$ cat src/rtl/nibble_serial_subtractor_pkg.sv
// Shared definitions for the nibble-serial subtractor: FSM encoding and nibble width.
package nibble_serial_subtractor_pkg;

  localparam int NIB_W = 4;

  typedef enum logic [1:0] {
    IDLE = 2'd0,
    BUSY = 2'd1,
    DONE = 2'd2
  } state_t;

endpackage

$ cat src/rtl/nibble_serial_subtractor_cla4.sv
// 4-bit carry-look-ahead adder; the single arithmetic element of the subtractor datapath.
module nibble_serial_subtractor_cla4
  import nibble_serial_subtractor_pkg::*;
(
  input  logic [NIB_W-1:0] a,
  input  logic [NIB_W-1:0] b,
  input  logic             cin,
  output logic [NIB_W-1:0] sum,
  output logic             cout
);

  logic [NIB_W-1:0] p;
  logic [NIB_W-1:0] g;
  logic [NIB_W:0]   c;

  assign p = a ^ b;
  assign g = a & b;

  // Every carry is expanded directly from generate/propagate terms, no ripple.
  assign c[0] = cin;
  assign c[1] = g[0] | (p[0] & cin);
  assign c[2] = g[1] | (p[1] & g[0]) | (p[1] & p[0] & cin);
  assign c[3] = g[2] | (p[2] & g[1]) | (p[2] & p[1] & g[0])
              | (p[2] & p[1] & p[0] & cin);
  assign c[4] = g[3] | (p[3] & g[2]) | (p[3] & p[2] & g[1])
              | (p[3] & p[2] & p[1] & g[0]) | (p[3] & p[2] & p[1] & p[0] & cin);

  assign sum  = p ^ c[NIB_W-1:0];
  assign cout = c[NIB_W];

endmodule

$ cat src/rtl/nibble_serial_subtractor.sv
// Nibble-serial unsigned/signed subtractor: diff = a - b - bin, one nibble per clock,
// valid/ready handshakes on both sides, one operation in flight at a time.
module nibble_serial_subtractor
  import nibble_serial_subtractor_pkg::*;
#(
  parameter int WIDTH = 16
)
(
  input  logic             clk,
  input  logic             rst_n,
  input  logic             in_valid,
  output logic             in_ready,
  input  logic [WIDTH-1:0] a,
  input  logic [WIDTH-1:0] b,
  input  logic             bin,
  output logic             out_valid,
  input  logic             out_ready,
  output logic [WIDTH-1:0] diff,
  output logic             bout,
  output logic             ovf
);

  localparam int NIB = WIDTH / NIB_W;
  localparam int KW  = (NIB > 1) ? $clog2(NIB) : 1;
  localparam logic [KW-1:0] K_LAST = KW'(NIB - 1);

  state_t           state_q;
  logic [WIDTH-1:0] a_q;
  logic [WIDTH-1:0] b_q;
  logic [WIDTH-1:0] diff_q;
  logic [WIDTH-1:0] diff_d;
  logic [KW-1:0]    k_q;
  logic             c_q;
  logic             bout_q;
  logic             ovf_q;
  logic             in_ready_q;
  logic             out_valid_q;

  logic [NIB_W-1:0] a_nibs [NIB];
  logic [NIB_W-1:0] b_nibs [NIB];
  logic [NIB_W-1:0] a_nib;
  logic [NIB_W-1:0] b_nib_n;
  logic [NIB_W-1:0] sum_nib;
  logic             carry_d;

  // Nibble mux from the captured operands and demux back into the result register.
  genvar gi;
  generate
    for (gi = 0; gi < NIB; gi++) begin : g_nib
      assign a_nibs[gi] = a_q[gi*NIB_W +: NIB_W];
      assign b_nibs[gi] = b_q[gi*NIB_W +: NIB_W];
      assign diff_d[gi*NIB_W +: NIB_W] = (k_q == KW'(gi)) ? sum_nib
                                                          : diff_q[gi*NIB_W +: NIB_W];
    end
  endgenerate

  assign a_nib   = a_nibs[k_q];
  assign b_nib_n = ~b_nibs[k_q];

  nibble_serial_subtractor_cla4 u_cla (
    .a    (a_nib),
    .b    (b_nib_n),
    .cin  (c_q),
    .sum  (sum_nib),
    .cout (carry_d)
  );

  always_ff @(posedge clk) begin
    if (!rst_n) begin
      state_q     <= IDLE;
      in_ready_q  <= 1'b1;
      out_valid_q <= 1'b0;
      a_q         <= '0;
      b_q         <= '0;
      diff_q      <= '0;
      bout_q      <= 1'b0;
      ovf_q       <= 1'b0;
      k_q         <= '0;
      c_q         <= 1'b0;
    end else begin
      case (state_q)
        IDLE: begin
          if (in_valid) begin
            a_q        <= a;
            b_q        <= b;
            c_q        <= ~bin;
            k_q        <= '0;
            in_ready_q <= 1'b0;
            state_q    <= BUSY;
          end
        end
        BUSY: begin
          diff_q <= diff_d;
          c_q    <= carry_d;
          k_q    <= k_q + KW'(1);
          if (k_q == K_LAST) begin
            // Borrow is the inverted final carry; overflow uses the fresh top nibble.
            bout_q      <= ~carry_d;
            ovf_q       <= (a_q[WIDTH-1] != b_q[WIDTH-1]) && (sum_nib[NIB_W-1] != a_q[WIDTH-1]);
            k_q         <= '0;
            out_valid_q <= 1'b1;
            state_q     <= DONE;
          end
        end
        DONE: begin
          if (out_ready) begin
            out_valid_q <= 1'b0;
            in_ready_q  <= 1'b1;
            state_q     <= IDLE;
          end
        end
        default: begin
          out_valid_q <= 1'b0;
          in_ready_q  <= 1'b1;
          state_q     <= IDLE;
        end
      endcase
    end
  end

  assign in_ready  = in_ready_q;
  assign out_valid = out_valid_q;
  assign diff      = diff_q;
  assign bout      = bout_q;
  assign ovf       = ovf_q;

endmodule

$ cat config.mk
export PLATFORM = sky130hd
export DESIGN_NAME = nibble_serial_subtractor
export DESIGN_NICKNAME = d
export VERILOG_FILES = /design/src/rtl/nibble_serial_subtractor_pkg.sv /design/src/rtl/nibble_serial_subtractor_cla4.sv /design/src/rtl/nibble_serial_subtractor.sv
export SDC_FILE = /design/constraint.sdc
export NUM_CORES = 1
export LEC_CHECK = 0
export ABC_AREA = 1
export ABC_CLOCK_PERIOD_IN_PS = 2500
export BUFFER_PORTS_ARGS = -buffer_cell sky130_fd_sc_hd__buf_2
export CORE_MARGIN = 2
export CORE_UTILIZATION = 30
export CTS_BUF_LIST = sky130_fd_sc_hd__clkbuf_4 sky130_fd_sc_hd__clkbuf_8 sky130_fd_sc_hd__clkbuf_16
export DETAILED_ROUTE_END_ITERATION = 10
export HOLD_SLACK_MARGIN = 0.05
export PLACE_DENSITY_LB_ADDON = 0.3
export SLEW_MARGIN = 10
export SYNTH_ARGS = -nofsm -noshare
export SYNTH_HDL_FRONTEND = slang
export SYNTH_HIERARCHICAL = 1
export SYNTH_SLANG_ARGS = --single-unit
$ cat constraint.sdc
create_clock -name clk -period 2.5 [get_ports clk]
set_clock_uncertainty 0.05 [all_clocks]
set_input_delay 0.125 -clock clk [delete_from_list [all_inputs] [get_ports clk]]
set_output_delay 0.125 -clock clk [all_outputs]
set_load 0.1 [all_outputs]
==> parameters.txt, run 1 <==
Parameter                              Value

Run status
  Outcome    finished clean

Layout
  Filler Cell Count    852
  Multi-input gate area in the final layout    1210 sq um
  Post-layout nets    493
  Sequential cell area    1140 sq um
  Final std cell area, no fill    3440 sq um
  Proportion of layout cells with a drive suffix above 1    0.184
  ANT cells    0
  Layout overhead on the synthesized area    36.0%

Pwr
  Combinational share of power    0.218
  P_leak    1.61 nW
  Worst VDD drop    0.330 mV
  Net switching power of the design    0.730 mW
  Part of the total power dissipated in the clock network    0.370
  Int Pwr    1.72 mW
  Reg power frac    0.412
  Net Sw Frac    0.298
  Pwr per Cell Area    711 nW/um^2
  Final Power    2.45 mW

Logic synthesis
  Mean instance size in the synthesized netlist    7.07 sq um
  Total number of yosys warnings    6
  Proportion of synthesized flip-flops having asynchronous set or reset    0
  Cell taking the most area after synthesis    sky130_fd_sc_hd__dfxtp_1
  Count leader, synth    sky130_fd_sc_hd__nor2_1
  Commonest cells in the netlist    sky130_fd_sc_hd__nor2_1 (111), sky130_fd_sc_hd__dfxtp_1 (57), sky130_fd_sc_hd__o21ai_0 (56)
  Mapped Nets    404
  Post-synth EDFFs    0
  Synth top area share    0.451
  Synthesis-stage register bit count    57
  Library cells used by synthesis    25
  Synth Cell Area    2530 sq um
  Cells after Synth    358
  Cells taking the most area after synthesis    sky130_fd_sc_hd__dfxtp_1 (45%), sky130_fd_sc_hd__nor2_1 (16%), sky130_fd_sc_hd__o21ai_0 (11%)
  Primary FF master, synth    sky130_fd_sc_hd__dfxtp_1
  Sequential-to-total area share from yosys stat    0.451

Detailed routing
  Residual antenna-violating net count after detailed routing    0
  Total DRC errors in the routed layout    0
  Total wirelength of the detailed-routed design    6080 um
  Drt wl/cell    10.9 um
  Number of vias after detailed routing    2,472
  Number of iterations in the first detailed-routing pass    4
  Detailed Route Iter0 Violations    138
  Via-to-Cell Ratio    4.44

Hold path
  Kind of path behind the tightest hold check    in -> reg

Setup path
  Required time at the endpoint of the critical path    2710 ps
  Endpoint type of the worst setup path    flip-flop
  Critical-path maximum fanout    18
  Arrival time worst endpoint    2400 ps
  Start-to-end type of the worst setup path    reg -> reg
  CP cell instances    buf_4 > o21ai_0 > o22ai_1 > ha_1 > or2_0 > nand2_1 > nand3_1 > nand2_2 > inv_1 > nand2_1 > nand3_1 > a21oi_1
  Setup crit start kind    flip-flop
  CP top delay family    simple AND/OR/NAND/NOR gates
  Number of buffers and inverters on the critical path    2
  Biggest cell delay along the critical path    370 ps
  Max stage delay cell, worst path    sky130_fd_sc_hd__dfxtp_1

STA
  Shortest period the worst path allows    2190 ps
  Worst relative slew slack    0.538
  Worst Tran Pin Value    694 ps
  Final setup violating endpoints    0
  RSZ-0062 raised after global routing    no
  Total negative slack    0 ps
  Count of endpoints failing hold in the final timing report    0
  Highest Clock Rate    457 MHz
  Period utilisation layout    0.876
  Final max-slew violation count    0
  Worst slack on hold paths    162 ps

GRT
  Sum of overflow across all layers after global routing    0
  First-pass GRT wire length    10,200 um
  GRT busiest layer    met2
  GR Layer Usage met3    0.0399
  Met2 capacity usage during global routing    0.232
  Largest net degree at the start of global routing    52
  Global-route total usage across every layer    0.144
  Antenna violations before repair    0
  Number of global-route vias before repair    2,290
  Met1 usage    0.179

Die
  Die width    95.8 um
  Die span in y    95.8 um
  Die Outline Area    9180 sq um
  Effective utilization at floorplan    0.309
  Standard-cell row count    33
  Core Footprint    8180 sq um
  Number of ports placed on the die boundary    57

Clocking
  Clock latency reported for the late side of the worst-skew pair    330 ps
  Root Driver    sky130_fd_sc_hd__clkbuf_8
  Number of buffers created by CTS    9
  Maximum clock insertion buffer count    2
  TritonCTS clock tree    yes
  Clock transition at the registers of the reported paths    60 ps
  CTS H-Tree Depth    3
  Clock net sink count    57

Placed design
  Port Buffer Count    56
  Area after detailed placement    2890 sq um
  Placer's final routability congestion estimate    0.750
  Estimated wirelength of the detail-placed design    4390 um

Flow run
  Count of max-cap constraint violations    0
==> timing repair <==
action                                  CTS  global route
gates resized for setup                   0             2
endpoints found under the setup margin    0             1
setup buffers                             0             0
hold buffers                             33             0
endpoints found under the hold margin    33             0
==> layout by cell type (no fill, tap or decap), drive strengths merged <==
cell type    instances
a21boi               1
a21oi               10
buf                 60
bufinv               1
clkbuf              14
clkinv               1
clkinvlp             1
dfxtp               57
dlygate4sd3         33
fa                   1
ha                   8
inv                 25
nand2               45
nand3               15
nand4                2
nor2               113
o21ai               59
o22ai                4
or2                  1
xnor2                1
==> cell type report <==
| type | instances | share of cell area |
|---|---|---|
| Multi-Input combinational cell | 260 | 0.352 |
| Sequential cell | 57 | 0.332 |
| Timing Repair Buffer | 93 | 0.186 |
| Clock buffer | 14 | 0.0524 |
| Tap cell | 105 | 0.0382 |
| Inverter | 26 | 0.0295 |
| Clock inverter | 2 | 0.0102 |
==> worst paths after layout <==
kind | endpoint | startpoint | cells after the start | slack (ps)
setup / recovery | ovf | k_q[0] | 12 | 310
hold / removal | c_q | bin | 6 | 160
setup reg to reg | ovf | k_q[0] | 12 | 310
hold reg to reg | in_ready | in_ready | 2 | 410
==> tightest hold or removal path, stage by stage <==
cell and delay [ps]:
sky130_fd_sc_hd__buf_2 70, sky130_fd_sc_hd__inv_1 30, sky130_fd_sc_hd__nand3_1 80, sky130_fd_sc_hd__nand2_1 50
sky130_fd_sc_hd__nor2_1 100, sky130_fd_sc_hd__nor2_1 50
==> kinds of logic (layout without fill, tap and decap cells) <==
logic type               count (synthesis)  count (layout)  synth area share
AO/OA/AOI/OAI                           74              74             0.149
XOR/XNOR                                 1               1           0.00346
adder cells (fa/ha/maj)                  9               9            0.0475
buffers and inverters                   41             135            0.0712
flip-flops                              57              57             0.451
AND/OR/NAND/NOR                        176             176             0.277
==> per-stage QoR <==
step	cells	setup WS [ps]	util
floorplan	358	387	-
global placement	508	372	0.353
detailed placement	508	260	0.353
CTS	557	237	0.420
global route	557	16.1	0.421
finish	557	310	0.421
==> flip-flops by register name (all words and copies together) (netlist names) <==
name	cells
k_q	2
c_q	1
bout	1
out_valid	1
in_ready	1
b_q	16
diff	16
ovf	1
a_q	16
state_q	2
==> metal layers <==
layer,vias up,part of all wire
met5,-,0
met4,0,0.021
met3,11,0.047
met2,55,0.46
met1,1082,0.48
li1,1324,-
==> power by group through the flow <==
stage | Combinational [mW] | Sequential [mW] | Clock [mW]
floorplan | 0.292 | 1.11 | 0
global placement | 0.481 | 1.03 | 0
detailed placement | 0.493 | 1.03 | 0
CTS | 0.534 | 1.01 | 0.931
global route | 0.607 | 1.02 | 0.979
finish | 0.533 | 1.01 | 0.907
(Power assumes the default switching activity.)
==> inputs of run 2 (changes only) <==
--- a/config.mk
+++ b/config.mk
@@ -10,5 +10,5 @@
 export BUFFER_PORTS_ARGS = -buffer_cell sky130_fd_sc_hd__buf_2
 export CORE_MARGIN = 2
-export CORE_UTILIZATION = 30
+export CORE_UTILIZATION = 53
 export CTS_BUF_LIST = sky130_fd_sc_hd__clkbuf_4 sky130_fd_sc_hd__clkbuf_8 sky130_fd_sc_hd__clkbuf_16
 export DETAILED_ROUTE_END_ITERATION = 10
==> constraint.sdc (replaced) <==
create_clock -name clk -period 2.5 [get_ports clk]
set_clock_uncertainty 0.05 [all_clocks]
set_input_delay 0.375 -clock clk [delete_from_list [all_inputs] [get_ports clk]]
set_output_delay 0.375 -clock clk [all_outputs]
set_load 0.1 [all_outputs]
==> run 2 against run 1 <==
Compared with the run above:
- first-iteration DRC count rose by 9.4%
- clock power fell by 8.8%
- highest routed layer unchanged
- die area shrank 42%
- critical endpoint unchanged
- sequential power about the same
==> parameters.txt, run 2 (same netlist as run 1, synthesis figures left out) <==
Parameter                              Value

Run status
  Outcome    finished clean (unchanged)

Setup path
  Required time at the endpoint of the critical path    2710 ps (about the same)
  Setup slack of the worst register-to-register path    200 ps (was 310 ps)
  Launching point of the worst reg2reg path    k_q[0] (unchanged)
  Critical-path maximum fanout    18 (unchanged)
  Start-to-end type of the worst setup path    reg -> reg (unchanged)
  Launching instance or port of the critical path    k_q[0] (unchanged)
  Cell depth of the worst flop-to-flop path    12 (unchanged)
  Setup crit start kind    flip-flop (unchanged)
  Arrival time worst endpoint    2510 ps (was 2400 ps)
  Worst reg2reg path endpoint    ovf (unchanged)
  Endpoint type of the worst setup path    flip-flop (unchanged)

GRT
  Global-route total usage across every layer    0.231 (was 0.144)
  Sum of overflow across all layers after global routing    0 (unchanged)
  Antenna violations before repair    0 (unchanged)
  Number of global-route vias before repair    2,199 (was 2,290)
  Largest net degree at the start of global routing    52 (unchanged)
  First-pass GRT wire length    9450 um (was 10,200 um)

Pwr
  Int Pwr    1.59 mW (was 1.72 mW)
  Reg power frac    0.434 (was 0.412)
  Final Power    2.32 mW (was 2.45 mW)
  Net switching power of the design    0.729 mW (was 0.730 mW)
  Part of the total power dissipated in the clock network    0.356 (was 0.370)
  Combinational share of power    0.209 (was 0.218)
  P_leak    1.46 nW (was 1.61 nW)
  Pwr per Cell Area    772 nW/um^2 (was 711 nW/um^2)
  Worst VDD drop    0.509 mV (was 0.330 mV)
  Net Sw Frac    0.314 (was 0.298)

Detailed routing
  Number of vias after detailed routing    2,426 (was 2,472)
  Drt wl/cell    11.9 um (was 10.9 um)
  Total wirelength of the detailed-routed design    5610 um (was 6080 um)
  Residual antenna-violating net count after detailed routing    0 (unchanged)
  Detailed Route Iter0 Violations    151 (was 138)
  Via-to-Cell Ratio    5.15 (was 4.44)
  Number of iterations in the first detailed-routing pass    6 (was 4)
  Total DRC errors in the routed layout    0 (unchanged)

Clocking
  Clock transition at the registers of the reported paths    60 ps (about the same)
  Count of cells resized by post-cts repair    0 (unchanged)
  CTS H-Tree Depth    3 (unchanged)
  Clock net sink count    57 (unchanged)
  TritonCTS clock tree    yes (unchanged)
  Root Driver    sky130_fd_sc_hd__clkbuf_8 (unchanged)
  Number of buffers added to fix hold violations after cts    0 (was 33)
  Post-CTS repair timing setup buffer count    0 (unchanged)
  Clock latency reported for the late side of the worst-skew pair    340 ps (was 330 ps)
  Maximum clock insertion buffer count    2 (unchanged)
  Number of buffers created by CTS    9 (unchanged)

Die
  Die width    73.1 um (was 95.8 um)
  Number of ports placed on the die boundary    57 (unchanged)
  Standard-cell row count    25 (was 33)
  Effective utilization at floorplan    0.543 (was 0.309)
  Die Outline Area    5340 sq um (was 9180 sq um)
  Die span in y    73.1 um (was 95.8 um)
  Core Footprint    4660 sq um (was 8180 sq um)

Layout
  Post-layout nets    458 (was 493)
  Proportion of layout cells with a drive suffix above 1    0.189 (was 0.184)
  Layout overhead on the synthesized area    18.8% (was 36.0%)
  ANT cells    0 (unchanged)
  Most common cell after layout, fill and taps aside    sky130_fd_sc_hd__nor2_1 (unchanged)
  Commonest cells after routing, fill and taps aside    sky130_fd_sc_hd__nor2_1 (111), sky130_fd_sc_hd__dfxtp_1 (57), sky130_fd_sc_hd__o21ai_0 (56), sky130_fd_sc_hd__buf_2 (56), sky130_fd_sc_hd__nand2_1 (43) (was sky130_fd_sc_hd__nor2_1 (111), sky130_fd_sc_hd__dfxtp_1 (57), sky130_fd_sc_hd__o21ai_0 (56), sky130_fd_sc_hd__buf_2 (56), sky130_fd_sc_hd__nand2_1 (42))
  Final design utilization    0.645 (was 0.421)

Placed design
  Port Buffer Count    56 (unchanged)
  Estimated wirelength of the detail-placed design    3990 um (was 4390 um)
  Placer's final routability congestion estimate    0.888 (was 0.750)

STA
  Shortest period the worst path allows    2300 ps (was 2190 ps)
  RSZ-0062 raised after global routing    no (unchanged)
  Worst Tran Pin Value    674 ps (was 694 ps)
  Worst relative slew slack    0.551 (was 0.538)
  Highest Clock Rate    435 MHz (was 457 MHz)
  Final setup violating endpoints    0 (unchanged)
  Period utilisation layout    0.919 (was 0.876)
  Final max-slew violation count    0 (unchanged)
  Count of endpoints failing hold in the final timing report    0 (unchanged)
  Total negative slack    0 ps (unchanged)

Flow run
  Count of max-cap constraint violations    0 (unchanged)

Hold path
  Kind of path behind the tightest hold check    in -> reg (unchanged)
  Hold Path Cell Cnt    3 (was 6)
  Hold endpoint    a_q[2] (was c_q)
  Launch instance of the worst min-delay path    a[2] (was bin)
[run 2: cell count changes in the layout (fill, tap and decap cells not counted)]
cell,change
sky130_fd_sc_hd__dlygate4sd3_1,-33
sky130_fd_sc_hd__buf_4,-2
sky130_fd_sc_hd__bufinv_16,-1
sky130_fd_sc_hd__clkbuf_4,-1
sky130_fd_sc_hd__clkbuf_8,+1
sky130_fd_sc_hd__clkinv_1,+1
sky130_fd_sc_hd__clkinv_2,+1
sky130_fd_sc_hd__clkinvlp_4,-1
sky130_fd_sc_hd__nand2_1,+1
sky130_fd_sc_hd__nand2_2,-1
[run 2: how the worst max path moves through the flow]
stage	endpoint	slack, ps	cells past startpoint
2_1_floorplan	ovf	390	15
3_3_place_gp	ovf	350	12
3_5_place_dp	ovf	240	13
4_1_cts	ovf	230	12
5_1_grt	ovf	5	12
6_report	ovf	200	12
[run 2: layer usage]
metal / global-route usage / up-vias / share of wire
met5: 0 / - / 0
met4: 0.107 / 0 / 0.021
met3: 0.0704 / 13 / 0.044
met2: 0.371 / 61 / 0.47
met1: 0.283 / 1097 / 0.47
li1: - / 1255 / -
[run 2: layout make-up]
class | instances | area (sq um)
Sequential cell | 57 | 1140
Fill cell | 437 | 1650
Clock buffer | 14 | 186
Timing Repair Buffer | 58 | 295
Inverter | 26 | 97.6
Clock inverter | 2 | 10.0
Tap cell | 54 | 67.6
Multi-Input combinational cell | 260 | 1210
[run 2: power by group through the flow]
stage	Sequential (mW)	Combinational, mW	Clock (mW)
2_1_floorplan	1.11	0.292	0
3_3_place_gp	1.03	0.470	0
3_5_place_dp	1.03	0.482	0
4_1_cts	1.01	0.484	0.840
5_1_grt	1.01	0.545	0.873
6_report	1.01	0.486	0.827
[run 2: critical path, stage by stage, from the launching register on]
cell	delay, ps
sky130_fd_sc_hd__dfxtp_1	310
sky130_fd_sc_hd__inv_1	380
sky130_fd_sc_hd__o21ai_0	150
sky130_fd_sc_hd__o22ai_1	140
sky130_fd_sc_hd__ha_1	300
sky130_fd_sc_hd__or2_0	240
sky130_fd_sc_hd__nand2_1	80
sky130_fd_sc_hd__nand3_1	70
sky130_fd_sc_hd__nand2_1	180
sky130_fd_sc_hd__inv_1	60
sky130_fd_sc_hd__nand2_1	60
sky130_fd_sc_hd__nand3_1	70
sky130_fd_sc_hd__a21oi_1	140
[run 2: through the flow]
step                hold WS, ps  cell area, sq um  std cells  setup WS, ps
floorplan                   399              2530        358           387
global placement            398              2810        455           351
detailed placement          402              2810        455           243
CTS                         223              3010        471           227
global route                221              3010        471          5.13
finish                      231              3010        471           202
